## config.mk

```make
export PLATFORM = sky130hd
export DESIGN_NAME = calc_operand_sequencer
export DESIGN_NICKNAME = d
export VERILOG_FILES = /design/src/rtl/calc_operand_sequencer.sv
export SDC_FILE = /design/constraint.sdc
export NUM_CORES = 1
export LEC_CHECK = 0
export BUFFER_PORTS_ARGS = -buffer_cell sky130_fd_sc_hd__buf_2
export CAP_MARGIN = 40
export CORE_MARGIN = 2
export CORE_UTILIZATION = 35
export DETAILED_ROUTE_END_ITERATION = 6
export GPL_ROUTABILITY_DRIVEN = 0
export PLACE_DENSITY_LB_ADDON = 0.15
export SLEW_MARGIN = 20
export SYNTH_ARGS = -nofsm -noshare
export SYNTH_HDL_FRONTEND = slang
export SYNTH_SLANG_ARGS = --single-unit
```

## constraint.sdc

```tcl
create_clock -name clk -period 1.3 [get_ports clk]
set_clock_uncertainty 0.15 [all_clocks]
set_input_delay 0.26 -clock clk [delete_from_list [all_inputs] [get_ports clk]]
set_output_delay 0.26 -clock clk [all_outputs]
set_load 0.02 [all_outputs]
```

## src/rtl/calc_operand_sequencer.sv

```systemverilog
// Purpose: debounces ENTER/CLEAR and sequences operand A, operand B and opcode capture for the calculator.
// Latency: a button press is acted on DEBOUNCE_CYCLES+2 edges after its first sampled-high edge.
// Backpressure: {a,b,op} and op_valid hold in S_ISSUE until op_ready; enter presses there are dropped.
module calc_operand_sequencer #(
    parameter int WIDTH           = 4,
    parameter int DEBOUNCE_CYCLES = 16
) (
    input  logic             clk,
    input  logic             rst_n,
    input  logic [WIDTH-1:0] sw_data,
    input  logic [1:0]       sw_op,
    input  logic             btn_enter,
    input  logic             btn_clear,
    output logic [WIDTH-1:0] a,
    output logic [WIDTH-1:0] b,
    output logic [1:0]       op,
    output logic             op_valid,
    input  logic             op_ready,
    output logic [1:0]       phase,
    output logic [7:0]       issue_cnt
);

    localparam int CW = (DEBOUNCE_CYCLES > 2) ? $clog2(DEBOUNCE_CYCLES) : 1;
    localparam logic [CW-1:0] CNT_MAX = CW'(DEBOUNCE_CYCLES - 1);

    // Bit 0 is ENTER, bit 1 is CLEAR; both buttons share identical conditioning.
    localparam int BTN_ENTER = 0;
    localparam int BTN_CLEAR = 1;

    typedef enum logic [1:0] {
        S_A     = 2'd0,
        S_B     = 2'd1,
        S_OP    = 2'd2,
        S_ISSUE = 2'd3
    } state_t;

    logic [1:0]         sync1;
    logic [1:0]         sync2;
    logic [1:0]         deb;
    logic [1:0]         deb_q;
    logic [1:0][CW-1:0] deb_cnt;

    logic enter_evt;
    logic clear_evt;

    state_t state;
    state_t state_nxt;
    logic   cap_a;
    logic   cap_b;
    logic   cap_op;
    logic   do_clear;
    logic   handshake;

    // Two-flop synchroniser for the raw asynchronous buttons.
    always_ff @(posedge clk or negedge rst_n) begin
        if (!rst_n) begin
            sync1 <= '0;
            sync2 <= '0;
        end else begin
            sync1 <= {btn_clear, btn_enter};
            sync2 <= sync1;
        end
    end

    // Debounce: accept a new level only after DEBOUNCE_CYCLES consecutive disagreeing samples.
    always_ff @(posedge clk or negedge rst_n) begin
        if (!rst_n) begin
            deb     <= '0;
            deb_cnt <= '0;
        end else begin
            for (int i = 0; i < 2; i++) begin
                if (sync2[i] != deb[i]) begin
                    if (deb_cnt[i] == CNT_MAX) begin
                        deb[i]     <= sync2[i];
                        deb_cnt[i] <= '0;
                    end else begin
                        deb_cnt[i] <= deb_cnt[i] + 1'b1;
                    end
                end else begin
                    deb_cnt[i] <= '0;
                end
            end
        end
    end

    // Delayed debounced level for rising-edge event detection.
    always_ff @(posedge clk or negedge rst_n) begin
        if (!rst_n) begin
            deb_q <= '0;
        end else begin
            deb_q <= deb;
        end
    end

    assign enter_evt = deb[BTN_ENTER] & ~deb_q[BTN_ENTER];
    assign clear_evt = deb[BTN_CLEAR] & ~deb_q[BTN_CLEAR];

    // FSM state register.
    always_ff @(posedge clk or negedge rst_n) begin
        if (!rst_n) begin
            state <= S_A;
        end else begin
            state <= state_nxt;
        end
    end

    // Next-state and capture strobes; clear overrides enter and the handshake.
    always_comb begin
        state_nxt = state;
        cap_a     = 1'b0;
        cap_b     = 1'b0;
        cap_op    = 1'b0;
        do_clear  = 1'b0;
        handshake = 1'b0;
        if (clear_evt) begin
            do_clear  = 1'b1;
            state_nxt = S_A;
        end else begin
            case (state)
                S_A: begin
                    if (enter_evt) begin
                        cap_a     = 1'b1;
                        state_nxt = S_B;
                    end
                end
                S_B: begin
                    if (enter_evt) begin
                        cap_b     = 1'b1;
                        state_nxt = S_OP;
                    end
                end
                S_OP: begin
                    if (enter_evt) begin
                        cap_op    = 1'b1;
                        state_nxt = S_ISSUE;
                    end
                end
                S_ISSUE: begin
                    if (op_ready) begin
                        handshake = 1'b1;
                        state_nxt = S_A;
                    end
                end
                default: state_nxt = S_A;
            endcase
        end
    end

    // Operand/opcode registers; values persist past the handshake until recaptured or cleared.
    always_ff @(posedge clk or negedge rst_n) begin
        if (!rst_n) begin
            a  <= '0;
            b  <= '0;
            op <= '0;
        end else if (do_clear) begin
            a  <= '0;
            b  <= '0;
            op <= '0;
        end else begin
            if (cap_a)  a  <= sw_data;
            if (cap_b)  b  <= sw_data;
            if (cap_op) op <= sw_op;
        end
    end

    // Handshake counter; wraps naturally at 8 bits and ignores clear.
    always_ff @(posedge clk or negedge rst_n) begin
        if (!rst_n) begin
            issue_cnt <= '0;
        end else if (handshake) begin
            issue_cnt <= issue_cnt + 8'd1;
        end
    end

    assign op_valid = (state == S_ISSUE);
    assign phase    = state;

endmodule

```

==> run_summary.xml <==
<?xml version="1.0" encoding="UTF-8"?>
<metrics>
  <group name="status">
    <metric name="status" unit="">complete, but fails checks</metric>
    <metric name="violations" unit="">negative setup slack</metric>
  </group>
  <group name="route">
    <metric name="antenna_violating_nets_post_route" unit="">0</metric>
    <metric name="met2_wirelength" unit="mm">1.77</metric>
    <metric name="drt_iter0_markers" unit="">46</metric>
    <metric name="post_drt_wl_per_cell" unit="um">13.8</metric>
    <metric name="first_pass_iters" unit="">4</metric>
    <metric name="dr_wl_met3" unit="um">169</metric>
    <metric name="highest_layer" unit="">met4</metric>
    <metric name="routed_via_density" unit="">4.91</metric>
    <metric name="routed-via-count" unit="">1257</metric>
    <metric name="remaining_drc_errors" unit="">0</metric>
    <metric name="drt-total-wl" unit="mm">3.53</metric>
    <metric name="wl_met1" unit="mm">1.46</metric>
  </group>
  <group name="setup_path">
    <metric name="crit_path_cell_trace" unit="">ha_4 &gt; buf_6</metric>
    <metric name="timing.critical_path.slowest_stage_cell" unit="">sky130_fd_sc_hd__dfrtp_2</metric>
    <metric name="critical_path.max_stage_delay" unit="ps">470</metric>
    <metric name="setup.worst_path.end_class" unit="">output port</metric>
    <metric name="worstPathMaxFanout" unit="">4</metric>
    <metric name="critical_path.startpoint_type" unit="">flip-flop</metric>
    <metric name="required" unit="ps">890</metric>
    <metric name="worst_ep_arrival_time" unit="ps">1080</metric>
    <metric name="critPathKind" unit="">reg2out</metric>
    <metric name="timing.reg2reg.worst_path_depth" unit="">6</metric>
  </group>
  <group name="synth">
    <metric name="synth_seq_cells" unit="">36</metric>
    <metric name="yosys_warnings" unit="">0</metric>
    <metric name="fraction_of_synthesized_area_in_multiplexers" unit="%">3.02</metric>
    <metric name="synth-compound-area-share" unit="%">6.59</metric>
    <metric name="synthCells" unit="">136</metric>
    <metric name="yosysTopAreaCell" unit="">sky130_fd_sc_hd__dfrtp_1</metric>
    <metric name="post_synth.cell_area_avg" unit="um2">11.6</metric>
    <metric name="yosysMostFrequentCell" unit="">sky130_fd_sc_hd__dfrtp_1</metric>
    <metric name="netlist-cell-type-count" unit="">27</metric>
    <metric name="ys_async_sr_fraction" unit="%">100</metric>
    <metric name="edff_count_synth" unit="">0</metric>
    <metric name="syn_nets" unit="">154</metric>
    <metric name="main_combinational_cell_family_by_area_after_synthesis" unit="">simple AND/OR/NAND/NOR gates</metric>
    <metric name="synth_seq_area_share" unit="%">57.1</metric>
    <metric name="synthFlopType" unit="">sky130_fd_sc_hd__dfrtp_1</metric>
    <metric name="post_synthesis_adder_cell_area_fraction" unit="%">5.56</metric>
    <metric name="synth.cell_area" unit="mm2">0.00158</metric>
    <metric name="post_synth_xor_area_fraction" unit="%">6.11</metric>
    <metric name="area_fraction_in_and_or_nand_and_nor_cells_after_synthesis" unit="%">18.9</metric>
    <metric name="synth.area.top_cells" unit="">sky130_fd_sc_hd__dfrtp_1 (57%), sky130_fd_sc_hd__ha_1 (5.6%), sky130_fd_sc_hd__xnor2_1 (5.0%)</metric>
    <metric name="post-synth-top-area-fraction" unit="%">57.1</metric>
    <metric name="most_used_standard_cells_in_the_synthesized_netlist" unit="">sky130_fd_sc_hd__dfrtp_1 (36), sky130_fd_sc_hd__a21oi_1 (15), sky130_fd_sc_hd__nand2_1 (15)</metric>
  </group>
  <group name="power">
    <metric name="report.power.total" unit="uW">2430</metric>
    <metric name="ir_worst_vdd" unit="V">0.000663</metric>
    <metric name="cellLeakagePower" unit="uW">0.00111</metric>
    <metric name="power.density" unit="mW/mm2">1020</metric>
  </group>
  <group name="floorplanning">
    <metric name="rows" unit="">24</metric>
    <metric name="initial_util" unit="%">36.2</metric>
    <metric name="pin_count" unit="">32</metric>
    <metric name="die_y" unit="um">71.1</metric>
    <metric name="floorplan.die.width" unit="um">71.1</metric>
    <metric name="die_area" unit="mm2">0.00506</metric>
    <metric name="core-area" unit="mm2">0.00435</metric>
  </group>
  <group name="timing">
    <metric name="timing.slew.headroom" unit="%">75.2</metric>
    <metric name="report.final.setup_viol" unit="">23</metric>
    <metric name="final_min_period_over_clock_period" unit="%">114</metric>
    <metric name="final_critical_path_setup_slack" unit="ps">-187</metric>
    <metric name="whs" unit="ps">68.2</metric>
    <metric name="measured_slew_at_the_worst_slew_check_pin" unit="ps">369</metric>
    <metric name="rsz0062_at_grt" unit="">yes</metric>
    <metric name="setup_tns" unit="ps">-2050</metric>
    <metric name="post-route-min-period" unit="ps">1490</metric>
    <metric name="report.final.hold_viol_count" unit="">0</metric>
    <metric name="fmax" unit="MHz">672</metric>
    <metric name="final-max-slew-violation-count" unit="">0</metric>
  </group>
  <group name="finish">
    <metric name="area_growth_syn_to_layout" unit="%">50.6</metric>
    <metric name="post-route-cell-area" unit="mm2">0.00237</metric>
    <metric name="finalCoreUtilization" unit="%">54.5</metric>
    <metric name="multiInputGateArea" unit="um2">772</metric>
    <metric name="design.final.nets" unit="">221</metric>
    <metric name="seq_area" unit="um2">906</metric>
    <metric name="layout.filler_cells" unit="">373</metric>
    <metric name="antennaDiodeCount" unit="">0</metric>
    <metric name="layout-drive-gt1-share" unit="%">50.0</metric>
  </group>
  <group name="clock_network">
    <metric name="cts.htree.levels" unit="">2</metric>
    <metric name="cts_root_buf" unit="">sky130_fd_sc_hd__clkbuf_8</metric>
    <metric name="cts.path.max_buffers" unit="">2</metric>
    <metric name="tritoncts.num_buffers" unit="">5</metric>
    <metric name="clk_latency" unit="ps">290</metric>
    <metric name="cts_tree" unit="">yes</metric>
    <metric name="clkSlewWorstSetupHoldPaths" unit="ps">80</metric>
    <metric name="clkSinkCount" unit="">36</metric>
  </group>
  <group name="placed_design">
    <metric name="port_buffers" unit="">31</metric>
    <metric name="dp_hpwl" unit="mm">2.40</metric>
    <metric name="post_dp_cell_area" unit="mm2">0.00198</metric>
  </group>
  <group name="hold_path">
    <metric name="hold_class" unit="">in2reg</metric>
    <metric name="min_delay_path_depth" unit="">3</metric>
  </group>
  <group name="global_routing">
    <metric name="antenna_found_initial" unit="">0</metric>
    <metric name="globalRoute.totalOverflow" unit="">0</metric>
    <metric name="maximum_number_of_pins_on_one_net_before_global_route_repair" unit="">25</metric>
    <metric name="first_global_vias" unit="">1398</metric>
    <metric name="grtUsageTotal" unit="%">14.9</metric>
    <metric name="grt_first_pass_wirelength" unit="mm">5.84</metric>
  </group>
  <group name="run">
    <metric name="max_cap_violations" unit="">0</metric>
  </group>
</metrics>
## placed cells by master, fill, tap and decap left out, types with 3 or more instances in the layout
cell type                       instances
sky130_fd_sc_hd__a21oi_1               12
sky130_fd_sc_hd__a21oi_2                3
sky130_fd_sc_hd__buf_2                 23
sky130_fd_sc_hd__buf_4                 24
sky130_fd_sc_hd__buf_6                 11
sky130_fd_sc_hd__clkbuf_8               7
sky130_fd_sc_hd__dfrtp_1               32
sky130_fd_sc_hd__dfrtp_2                4
sky130_fd_sc_hd__dlygate4sd3_1          3
sky130_fd_sc_hd__ha_4                   4
sky130_fd_sc_hd__nand2_1               10
sky130_fd_sc_hd__nand2_2                3
sky130_fd_sc_hd__nand3_1               10
sky130_fd_sc_hd__nand3_2                4
sky130_fd_sc_hd__nor2_1                 3
sky130_fd_sc_hd__nor2b_1                3
sky130_fd_sc_hd__nor2b_4                3
sky130_fd_sc_hd__xnor2_1                8
## cell type report
class | count | share of cell area, %
Clock buffer | 7 | 4.06
Clock inverter | 1 | 1.27
Inverter | 4 | 0.633
Multi-Input combinational cell | 93 | 32.5
Sequential cell | 36 | 38.2
Tap cell | 52 | 2.74
Timing Repair Buffer | 63 | 20.6
## report_power, final
| group | switching [uW] | internal (uW) | total [uW] | leakage [uW] |
|---|---|---|---|---|
| Combinational | 91.4 | 84.4 | 176 | 0.000613 |
| Sequential | 23.3 | 1150 | 1180 | 0.000430 |
| Clock | 399 | 677 | 1080 | 0.0000645 |
## metrics by stage
step	cells	setup WS, ps
4_1_cts	251	-180
6_report	256	-187
5_1_grt	256	-236
3_5_place_dp	234	-128
3_3_place_gp	234	-104
2_1_floorplan	136	-178
## flip-flops by register name (all words and copies together) (netlist names)
register   count
deb            2
b              4
op             2
deb_q          2
issue_cnt      8
phase          2
a              4
sync1          2
deb_cnt        8
sync2          2
## kinds of logic (layout without fill, tap and decap cells)
family / count (synthesis) / count (layout)
AO/OA/AOI/OAI: 20 / 20
XOR/XNOR: 11 / 11
adder cells (fa/ha/maj): 7 / 7
buffers and inverters: 7 / 75
flip-flops: 36 / 36
multiplexers: 4 / 4
AND/OR/NAND/NOR: 51 / 51
## worst max-delay path: cells and delay by family, from the launching register on
family | cells | cell delay, ps
DFF | 1 | 470
adders and majority gates | 1 | 200
buffers and inverters | 1 | 130
## routing by layer
layer  global-route usage (%)  vias up
li1                         -      597
met1                     15.8      607
met2                     26.3       41
met3                     4.42       12
met4                     8.81        0
met5                        0        -
## worst paths after layout
| check | to | slack (ps) | start |
|---|---|---|---|
| setup / recovery | op_valid | -190 | phase[1] |
| hold / removal | op[0] | 70 | sw_op[0] |
| setup reg to reg | phase[1] | -150 | phase[1] |
| hold reg to reg | sync2[0] | 200 | sync1[0] |
| max in group asynchronous | deb[1] | 290 | rst_n |
| min in group asynchronous | a[3] | 270 | rst_n |
## timing repair
item,4_1_cts,5_1_grt
pin swaps,11,9
hold buffers,3,0
gates cloned,0,0
buffers inserted,6,5
setup endpoints to repair,28,32
gates resized for setup,23,17
hold endpoints to repair,14,0
Note: power is estimated with default switching activity, not from simulation.
